**config.mk**
```make
export PLATFORM = sky130hd
export DESIGN_NAME = rs_enc_16_8
export DESIGN_NICKNAME = d
export VERILOG_FILES = /design/src/rtl/rs_enc_16_8.sv
export SDC_FILE = /design/constraint.sdc
export NUM_CORES = 1
export LEC_CHECK = 0
export ABC_AREA = 1
export BUFFER_PORTS_ARGS = -buffer_cell sky130_fd_sc_hd__buf_2
export CORE_AREA = 5 5 115 117
export CTS_CLUSTER_DIAMETER = 40
export DETAILED_ROUTE_END_ITERATION = 10
export DIE_AREA = 0 0 120 122
export PLACE_DENSITY = 0.76
export SKIP_CTS_REPAIR_TIMING = 1
export SLEW_MARGIN = 10
export SYNTH_ARGS = -nofsm -noshare
export SYNTH_HDL_FRONTEND = slang
export SYNTH_SLANG_ARGS = --single-unit
```
**constraint.sdc**
```tcl
create_clock -name clk -period 6.6 [get_ports clk]
set_clock_uncertainty 0.05 [all_clocks]
set_input_delay 0.33 -clock clk [delete_from_list [all_inputs] [get_ports clk]]
set_output_delay 0.33 -clock clk [all_outputs]
set_load 0.02 [all_outputs]
```
**src/rtl/rs_enc_16_8.sv**
```systemverilog
// Systematic RS(16,8) encoder over GF(256): message symbols pass through with one cycle
// of latency, followed by eight LFSR parity symbols emitted highest-order first.
module rs_enc_16_8 #(
    parameter int         N         = 16,
    parameter int         K         = 8,
    parameter logic [8:0] PRIM_POLY = 9'h11D
) (
    input  logic       clk,
    input  logic       rst,
    input  logic       din_val,
    input  logic       din_sop,
    input  logic       din_eop,
    input  logic [7:0] din,
    output logic       din_rdy,
    output logic       dout_val,
    output logic       dout_sop,
    output logic       dout_eop,
    output logic [7:0] dout,
    output logic       frame_err
);
    localparam int NPAR = N - K;
    localparam int CW   = $clog2(K + 1);
    localparam int PW   = (NPAR > 1) ? $clog2(NPAR) : 1;

    function automatic logic [7:0] gf_mul(input logic [7:0] a, input logic [7:0] b);
        logic [7:0] r;
        logic [7:0] sh;
        r  = '0;
        sh = a;
        for (int i = 0; i < 8; i++) begin
            if (b[i]) r = r ^ sh;
            sh = sh[7] ? ({sh[6:0], 1'b0} ^ PRIM_POLY[7:0]) : {sh[6:0], 1'b0};
        end
        return r;
    endfunction

    // g(x) = prod_{i=1..8} (x + alpha^i), evaluated at elaboration; GEN[j] is coefficient of x^j.
    function automatic logic [8:0][7:0] gen_poly();
        logic [8:0][7:0] g;
        logic [7:0]      root;
        g    = '0;
        g[0] = 8'h01;
        root = 8'h01;
        for (int i = 1; i <= 8; i++) begin
            root = gf_mul(root, 8'h02);
            for (int j = 8; j >= 1; j--) g[j] = g[j-1] ^ gf_mul(g[j], root);
            g[0] = gf_mul(g[0], root);
        end
        return g;
    endfunction

    localparam logic [8:0][7:0] GEN = gen_poly();

    typedef enum logic [1:0] {IDLE, MSG, PARITY} state_t;

    state_t          state;
    logic [7:0][7:0] p;
    logic [CW-1:0]   count;
    logic [PW-1:0]   par_cnt;

    logic            accept;
    logic [7:0][7:0] seed;
    logic [7:0][7:0] p_next;
    logic [7:0]      fb;
    logic [CW-1:0]   cnt_next;

    assign din_rdy = (state != PARITY);
    assign accept  = din_val && din_rdy;

    // A start-of-frame symbol reseeds the register from zero, so a restart needs no extra cycle.
    always_comb begin
        seed      = din_sop ? '0 : p;
        fb        = din ^ seed[7];
        p_next    = '0;
        p_next[0] = gf_mul(fb, GEN[0]);
        for (int j = 1; j < 8; j++) p_next[j] = seed[j-1] ^ gf_mul(fb, GEN[j]);
        cnt_next  = din_sop ? CW'(1) : count + CW'(1);
    end

    always_ff @(posedge clk or posedge rst) begin
        if (rst) begin
            state     <= IDLE;
            p         <= '0;
            count     <= '0;
            par_cnt   <= '0;
            dout_val  <= 1'b0;
            dout_sop  <= 1'b0;
            dout_eop  <= 1'b0;
            dout      <= 8'h00;
            frame_err <= 1'b0;
        end else begin
            dout_val  <= 1'b0;
            dout_sop  <= 1'b0;
            dout_eop  <= 1'b0;
            dout      <= 8'h00;
            frame_err <= 1'b0;
            case (state)
                IDLE, MSG: begin
                    if (accept) begin
                        if (state == IDLE && !din_sop) begin
                            frame_err <= 1'b1;
                        end else begin
                            dout_val <= 1'b1;
                            dout_sop <= din_sop;
                            dout     <= din;
                            if (din_eop && cnt_next == CW'(K)) begin
                                p       <= p_next;
                                count   <= cnt_next;
                                par_cnt <= '0;
                                state   <= PARITY;
                            end else if (din_eop || cnt_next == CW'(K)) begin
                                frame_err <= 1'b1;
                                p         <= '0;
                                count     <= '0;
                                state     <= IDLE;
                            end else begin
                                p     <= p_next;
                                count <= cnt_next;
                                state <= MSG;
                            end
                        end
                    end
                end
                PARITY: begin
                    // Shifting toward p[7] leaves the register cleared after the last symbol.
                    dout_val <= 1'b1;
                    dout     <= p[7];
                    p        <= {p[6:0], 8'h00};
                    par_cnt  <= par_cnt + PW'(1);
                    if (par_cnt == PW'(NPAR - 1)) begin
                        dout_eop <= 1'b1;
                        count    <= '0;
                        state    <= IDLE;
                    end
                end
                default: state <= IDLE;
            endcase
        end
    end
endmodule

```
=== Word level (Yosys, flattened, before mapping) ===
Cells that the tools add are included.

* Bits in registers: 85
* Output and inout bits: 13
* Logic and storage cells: 116

* $add $sub $neg: 2
* Eq/ne operators: 9
* Muxes and demuxes: 46
* Bitwise operators: 31
* Reduce and logical (&&, ||, !) cells: 12

{| class="wikitable"
|+ Operators by type and width
! operator !! count
|-
| 64-bit two-way mux || 5
|-
| 8-bit bitwise XOR || 24
|-
| 64-bit case mux with 2 select lines || 1
|-
| 5-bit two-way mux || 7
|-
| 4-bit NOT || 7
|-
| 4-bit two-way mux || 6
|-
| 8-bit two-way mux || 2
|-
| 8-bit case mux with 2 select lines || 1
|-
| 1-bit two-way mux || 13
|-
| 2-bit != test (second input constant) || 5
|-
| 3-bit two-way mux || 3
|-
| 2-bit two-way mux || 4
|-
| 4-bit case mux with 2 select lines || 1
|-
| 4-bit AND reduction || 2
|-
| 3-bit case mux with 2 select lines || 1
|-
| 3-bit AND reduction || 2
|-
| 4-bit by 1-bit adder with 4-bit output (second input constant) || 1
|-
| 4-bit == test (second input constant) || 1
|-
| 2-bit case mux with 2 select lines || 1
|-
| 3-bit by 1-bit adder with 3-bit output (second input constant) || 1
|-
| 3-bit == test (second input constant) || 1
|-
| 1-bit logical AND || 3
|-
| 2-bit by 1-bit == test with 1-bit output (second input constant) || 1
|-
| 2-bit == test (second input constant) || 1
|-
| 6 further kinds || 6
|}

=== Longest topological paths before layout ===
* Depth in word-level cells: 23
* Gate-level depth with buffers: 18

=== Worst setup path before layout ===
No wires, ideal clock.

* Path type: input to register
* Start point: input port din_sop
* End point: register p[17] in the netlist's numbering
* Library setup time: 0.146 ns
* Arrival: 2.447 ns
* Required time: 6.404 ns
* Slack: 3.957 ns
* Stages on the path: 14
* Cells stage by stage: inv_4 buf_8 clkbuf_1 nand2_1 nor2_1 inv_1 nor4_1 inv_1 ha_1 o21ai_0 nor2_1 clkinv_1 clkbuf_1 o221ai_1

* Longest elaborated chain between the ends: 10
* Elaborated cells between the ends (all ways): 18

{| class="wikitable"
|+ Ends and longest elaborated chain
! element !! line !! text
|-
| start: declaration || 11 || <nowiki>input logic din_sop,</nowiki>
|-
| 64-bit two-way mux || 72 || <nowiki>seed = din_sop ? '0 : p;</nowiki>
|-
| 8-bit bitwise XOR || 73 || <nowiki>fb = din ^ seed[7];</nowiki>
|-
| 5-bit two-way mux (2 in a row) || 32 || <nowiki>sh = sh[7] ? ({sh[6:0], 1'b0} ^ PRIM_POLY[7:0]) : {sh[6:0], 1'b0};</nowiki>
|-
| 8-bit bitwise XOR || 76 || <nowiki>for (int j = 1; j < 8; j++) p_next[j] = seed[j-1] ^ gf_mul(fb, GEN[j]);</nowiki>
|-
| 64-bit two-way mux || 111 || <nowiki>end else if (din_eop || cnt_next == CW'(K)) begin</nowiki>
|-
| 64-bit two-way mux || 106 || <nowiki>if (din_eop && cnt_next == CW'(K)) begin</nowiki>
|-
| 64-bit two-way mux || 100 || <nowiki>if (state == IDLE && !din_sop) begin</nowiki>
|-
| 64-bit two-way mux || 99 || <nowiki>if (accept) begin</nowiki>
|-
| 64-bit case mux with 2 select lines || 97 || <nowiki>case (state)</nowiki>
|-
| end signal: assignment || 107 || <nowiki>p <= p_next;</nowiki>
|-
| end signal: assignment || 117 || <nowiki>p <= p_next;</nowiki>
|-
| end signal: assignment || 128 || <nowiki>p <= {p[6:0], 8'h00};</nowiki>
|-
| end: declaration || 57 || <nowiki>logic [7:0][7:0] p;</nowiki>
|}

Parallel ways exist; a longest one is shown, timed or not. The select of a mux whose other input is x is not followed.
A chain may end at the register's enable or synchronous reset.

=== Final worst setup path ===
* Start point: input port din_sop
* End point: register p[41] in the netlist's numbering

* Longest elaborated chain between the ends: 15
* Elaborated cells between the ends (all ways): 28

{| class="wikitable"
|+ Ends and longest elaborated chain
! element !! line !! text
|-
| 64-bit two-way mux || 72 ||
|-
| 8-bit bitwise XOR || 73 ||
|-
| 4-bit NOT (no line) || -- ||
|-
| 5-bit two-way mux || 32 ||
|-
| 4-bit NOT (no line) || -- ||
|-
| 5-bit two-way mux (3 in a row) || 32 ||
|-
| 8-bit bitwise XOR || 31 || <nowiki>if (b[i]) r = r ^ sh;</nowiki>
|-
| 8-bit bitwise XOR || 76 ||
|-
| 64-bit two-way mux || 111 ||
|-
| 64-bit two-way mux || 106 ||
|-
| 64-bit two-way mux || 100 ||
|-
| 64-bit two-way mux || 99 ||
|-
| 64-bit case mux with 2 select lines || 97 ||
|}

Parallel ways exist; a longest one is shown, timed or not. The select of a mux whose other input is x is not followed.

==> tab_implementation.tex <==
\begin{tabular}{lr}
\hline
Metric & Value \\
\hline
\multicolumn{2}{l}{\textbf{Run status}} \\
Run status & finished clean \\
\multicolumn{2}{l}{\textbf{Synth}} \\
Most area-hungry cell type in the Yosys netlist & dfrtp\_1 \\
Syn Area/Cell & 7.87 µm² \\
Share of Yosys cell area claimed by the top area cell type & a little over a third \\
Number of enable flip-flop cells after synthesis & 0 \\
Library cells used by synthesis & 44 \\
Commonest cells in the netlist & 195 x nand2\_1, 85 x dfrtp\_1, 79 x inv\_1, 65 x xor2\_1, 63 x nor2\_1 \\
Synth Register Bits & 85 \\
Synthesis warning total & 0 \\
Async set-or-reset flop fraction in the synthesized netlist & 100\% \\
Most frequent cell after synthesis & nand2\_1 \\
Prevailing post-synth register cell & dfrtp\_1 \\
Sequential area share after synthesis & between 30\% and 40\% \\
Synthesized Nets & around 770 \\
Netlist area before placement & 0.00590 mm² \\
Area contributors post-synth & dfrtp\_1 36\%, nand2\_1 12\%, xor2\_1 9.6\%, inv\_1 5.0\%, nor2\_1 4.0\% \\
Synthesized netlist cell count & 750 \\
\multicolumn{2}{l}{\textbf{Setup path}} \\
Highest fanout seen on the critical path & between 40 and 50 \\
Worst Reg-to-Reg Cells & 12 \\
Library cell appearing most often on the critical path & o21ai\_0 \\
Nature of the critical path startpoint & input port \\
Arrival @ worst endpoint & about 4200 ps \\
Crit-path cells & buf\_2, inv\_4, nand2\_1, nor2\_1, inv\_1, nor4\_1, ha\_1, o21ai\_0, nor2\_2, buf\_4, clkinv\_1, a21oi\_1, o21ai\_0, o211ai\_1 \\
Slack of the worst reg-to-reg path & a little under 3000 ps \\
Slowest-stage cell, CP & clkinv\_1 \\
Critical path endpoint category & flip-flop \\
Worst path max stage delay & $\sim$840 ps \\
Crit path required time & between 6000 and 7000 ps \\
Category of the critical setup timing path & input port to flip-flop \\
\multicolumn{2}{l}{\textbf{Global routing}} \\
Leftover overflow at the end of global routing & 0 \\
Overall routing resource usage & between 20\% and 30\% \\
Number of global-route vias before repair & around 5,000 \\
Number of antenna violations at the first check in global routing & 0 \\
Maximum number of pins on one net before global-route repair & between 40 and 50 \\
Wire length of the first global-routing pass & about 25,000 µm \\
\multicolumn{2}{l}{\textbf{Clock network}} \\
Number of levels the H-tree was split into & 3 \\
Worst-skew pair later-pin latency & roughly 350 ps \\
Clock Tree Root & clkbuf\_16 \\
Maximum count of clock buffers along a single path & 2 \\
TritonCTS buffer count & 9 \\
CTS tree & done \\
Clock-pin slew on the worst setup and hold paths & $\sim$60 ps \\
Sink Count & 85 \\
\multicolumn{2}{l}{\textbf{Floorplanning}} \\
IO Count & 26 \\
Core ar. & 0.0123 mm² \\
Effective utilization at floorplan & around half \\
DIE WIDTH & between 100 and 150 µm \\
Y dimension of the die & $\sim$120 µm \\
Full die area & 0.0146 mm² \\
Rows & 41 \\
\multicolumn{2}{l}{\textbf{Timing}} \\
Total of endpoints with negative setup slack in the final report & 0 \\
Maximum clock rate & 248 MHz \\
Min Clock Period, post-route & roughly 4000 ps \\
Actual transition at the worst max-transition pin & 1120 ps \\
Rel. slew slack & about 25\% \\
Number of pins with negative max-slew slack in the final report & 0 \\
Setup TNS & 0 ps \\
Share of the cycle needed by the critical path after routing & $\sim$61\% \\
Unrepaired setup endpoints after global routing & false \\
Final Hold Vio Count & 0 \\
\multicolumn{2}{l}{\textbf{Detailed routing}} \\
Post-detailed-route via-to-cell ratio & around 5.5 \\
Routed length per placed instance & 16.2 µm \\
Remaining design rule violation count & 0 \\
Total via count in the routed design & between 5,000 and 6,000 \\
Starting DRC count in detailed routing & 523 \\
Detailed-route wire length & about 15,000 µm \\
First-pass iteration count of the detailed router & 6 \\
Remaining number of nets flagged by the antenna check after routing & 0 \\
\multicolumn{2}{l}{\textbf{Min path}} \\
Class of the most critical hold timing path & input port to async pin \\
\multicolumn{2}{l}{\textbf{Final layout}} \\
\# diodes & 0 \\
Area overhead of the layout relative to synthesis & 8.75\% \\
Layout cells sized above 1 & 13.1\% \\
Fin area & 0.00642 mm² \\
Post-layout net count & a little under 800 \\
Filler cell count & approximately 1,100 \\
Number of standard cells in the final layout excluding fillers & approximately 900 \\
\multicolumn{2}{l}{\textbf{Placed design}} \\
Number of port buffers & 25 \\
Post-DP Area & 0.00609 mm² \\
Final HPWL from detailed placement & about 9800 µm \\
Routability cong. & 0.883 \\
Number of placed cells counting well taps & 898 \\
\multicolumn{2}{l}{\textbf{Power}} \\
Static power due to leakage & 3.07 nW \\
Peak ir drop on the vdd network & 168 µV \\
Power per Cell Area & about 390 mW/mm² \\
Total chip power & approximately 0.0025 W \\
\multicolumn{2}{l}{\textbf{Job}} \\
Number of maximum-capacitance constraint violations & 0 \\
\hline
\end{tabular}
[final cells by class]
type / instances / area, µm² / area share, %
sequential: 85 / 2130 / 33.1
timing repair buffer: 30 / 163 / 2.53
clock buffer: 11 / 243 / 3.78
multi-input combinational: 543 / 3270 / 51.0
tap: 150 / 188 / 2.92
inverter: 90 / 344 / 5.36
clock inverter: 5 / 83.8 / 1.31
[path summary, 6_finish.rpt]
path / from / endpoint
worst max-delay path: din_sop / p[41]
worst min register to register: state[1] / state[0]
worst max register to register: count[0] / p[41]
min in group clk: din[6] / dout[6]
worst min-delay path: rst / par_cnt[2]
max in group asynchronous: rst / p[5]
[logic make-up (layout without fill, tap and decap cells)]
group / after synthesis / count (layout) / share of synthesized area (%)
simple gates: 327 / 327 / 25.2
compound gates: 118 / 118 / 12.9
buf+inv: 122 / 136 / 8.67
fa+ha+maj: 5 / 5 / 1.06
xor+xnor: 92 / 92 / 16.0
flops: 85 / 85 / 36.0
mux: 1 / 1 / 0.170
[critical path, delay by kind of cell]
kind                       cells  cell delay, ps
and+or+nand+nor                4             690
AOI/OAI and AO/OA              4             770
buffers and inverters          5            2180
adders and majority gates      1             250
[cells in the final DEF, fill, tap and decap left out, types with 2 or more instances in the layout]
master / count
xnor2_1: 14
o211ai_1: 11
nand2_2: 8
a21oi_1: 19
o21ai_1: 3
ha_1: 5
nand3b_1: 2
nand2_1: 195
xor2_1: 65
clkinvlp_4: 2
nand2_4: 13
a22oi_1: 5
inv_1: 78
dfrtp_1: 85
buf_4: 5
inv_4: 2
o21bai_1: 8
clkbuf_16: 9
buf_2: 25
nand3_2: 4
inv_2: 6
nand3_4: 3
o221ai_1: 17
clkinv_1: 3
nor2_2: 3
xor2_4: 3
o21ai_0: 27
o22ai_1: 23
bufinv_16: 2
nor2_1: 60
xor2_2: 9
nand3_1: 34
[state kept, by name (all words and copies together) (netlist names)]
name,flops
count,4
dout,8
dout_eop,1
dout_sop,1
dout_val,1
frame_err,1
p,64
par_cnt,3
state,2
[routing by layer]
layer | track usage [%] | share of wire, % | vias to the layer above | wire length, µm
li1 | - | - | 2418 | -
met1 | 27.8 | 43 | 2373 | 6330
met2 | 36.9 | 48 | 194 | 7130
met3 | 4.09 | 7.2 | 26 | 1060
met4 | 8.80 | 1.9 | 0 | 274
met5 | 0 | 0 | - | 0
[through the flow]
| stage | setup slack (ps) | hold slack, ps | utilization, % |
|---|---|---|---|
| after global routing | 2150 | 80.7 | 52.4 |
| final | 2570 | 3.18 | 52.4 |
| after detailed placement | 2340 | 393 | 49.7 |
| after floorplan | 3960 | 376 | - |
| after global placement | 2450 | 393 | 49.7 |
| after CTS | 2620 | 24.7 | 52.4 |
[power breakdown]
part	switching (W)	total [W]	internal [W]
clock	0.000218	0.000560	0.000343
sequential	0.0000981	0.000766	0.000668
combinational	0.000758	0.00119	0.000430
total	0.00107	0.00251	0.00144
Note: power is estimated with default switching activity, not from simulation.
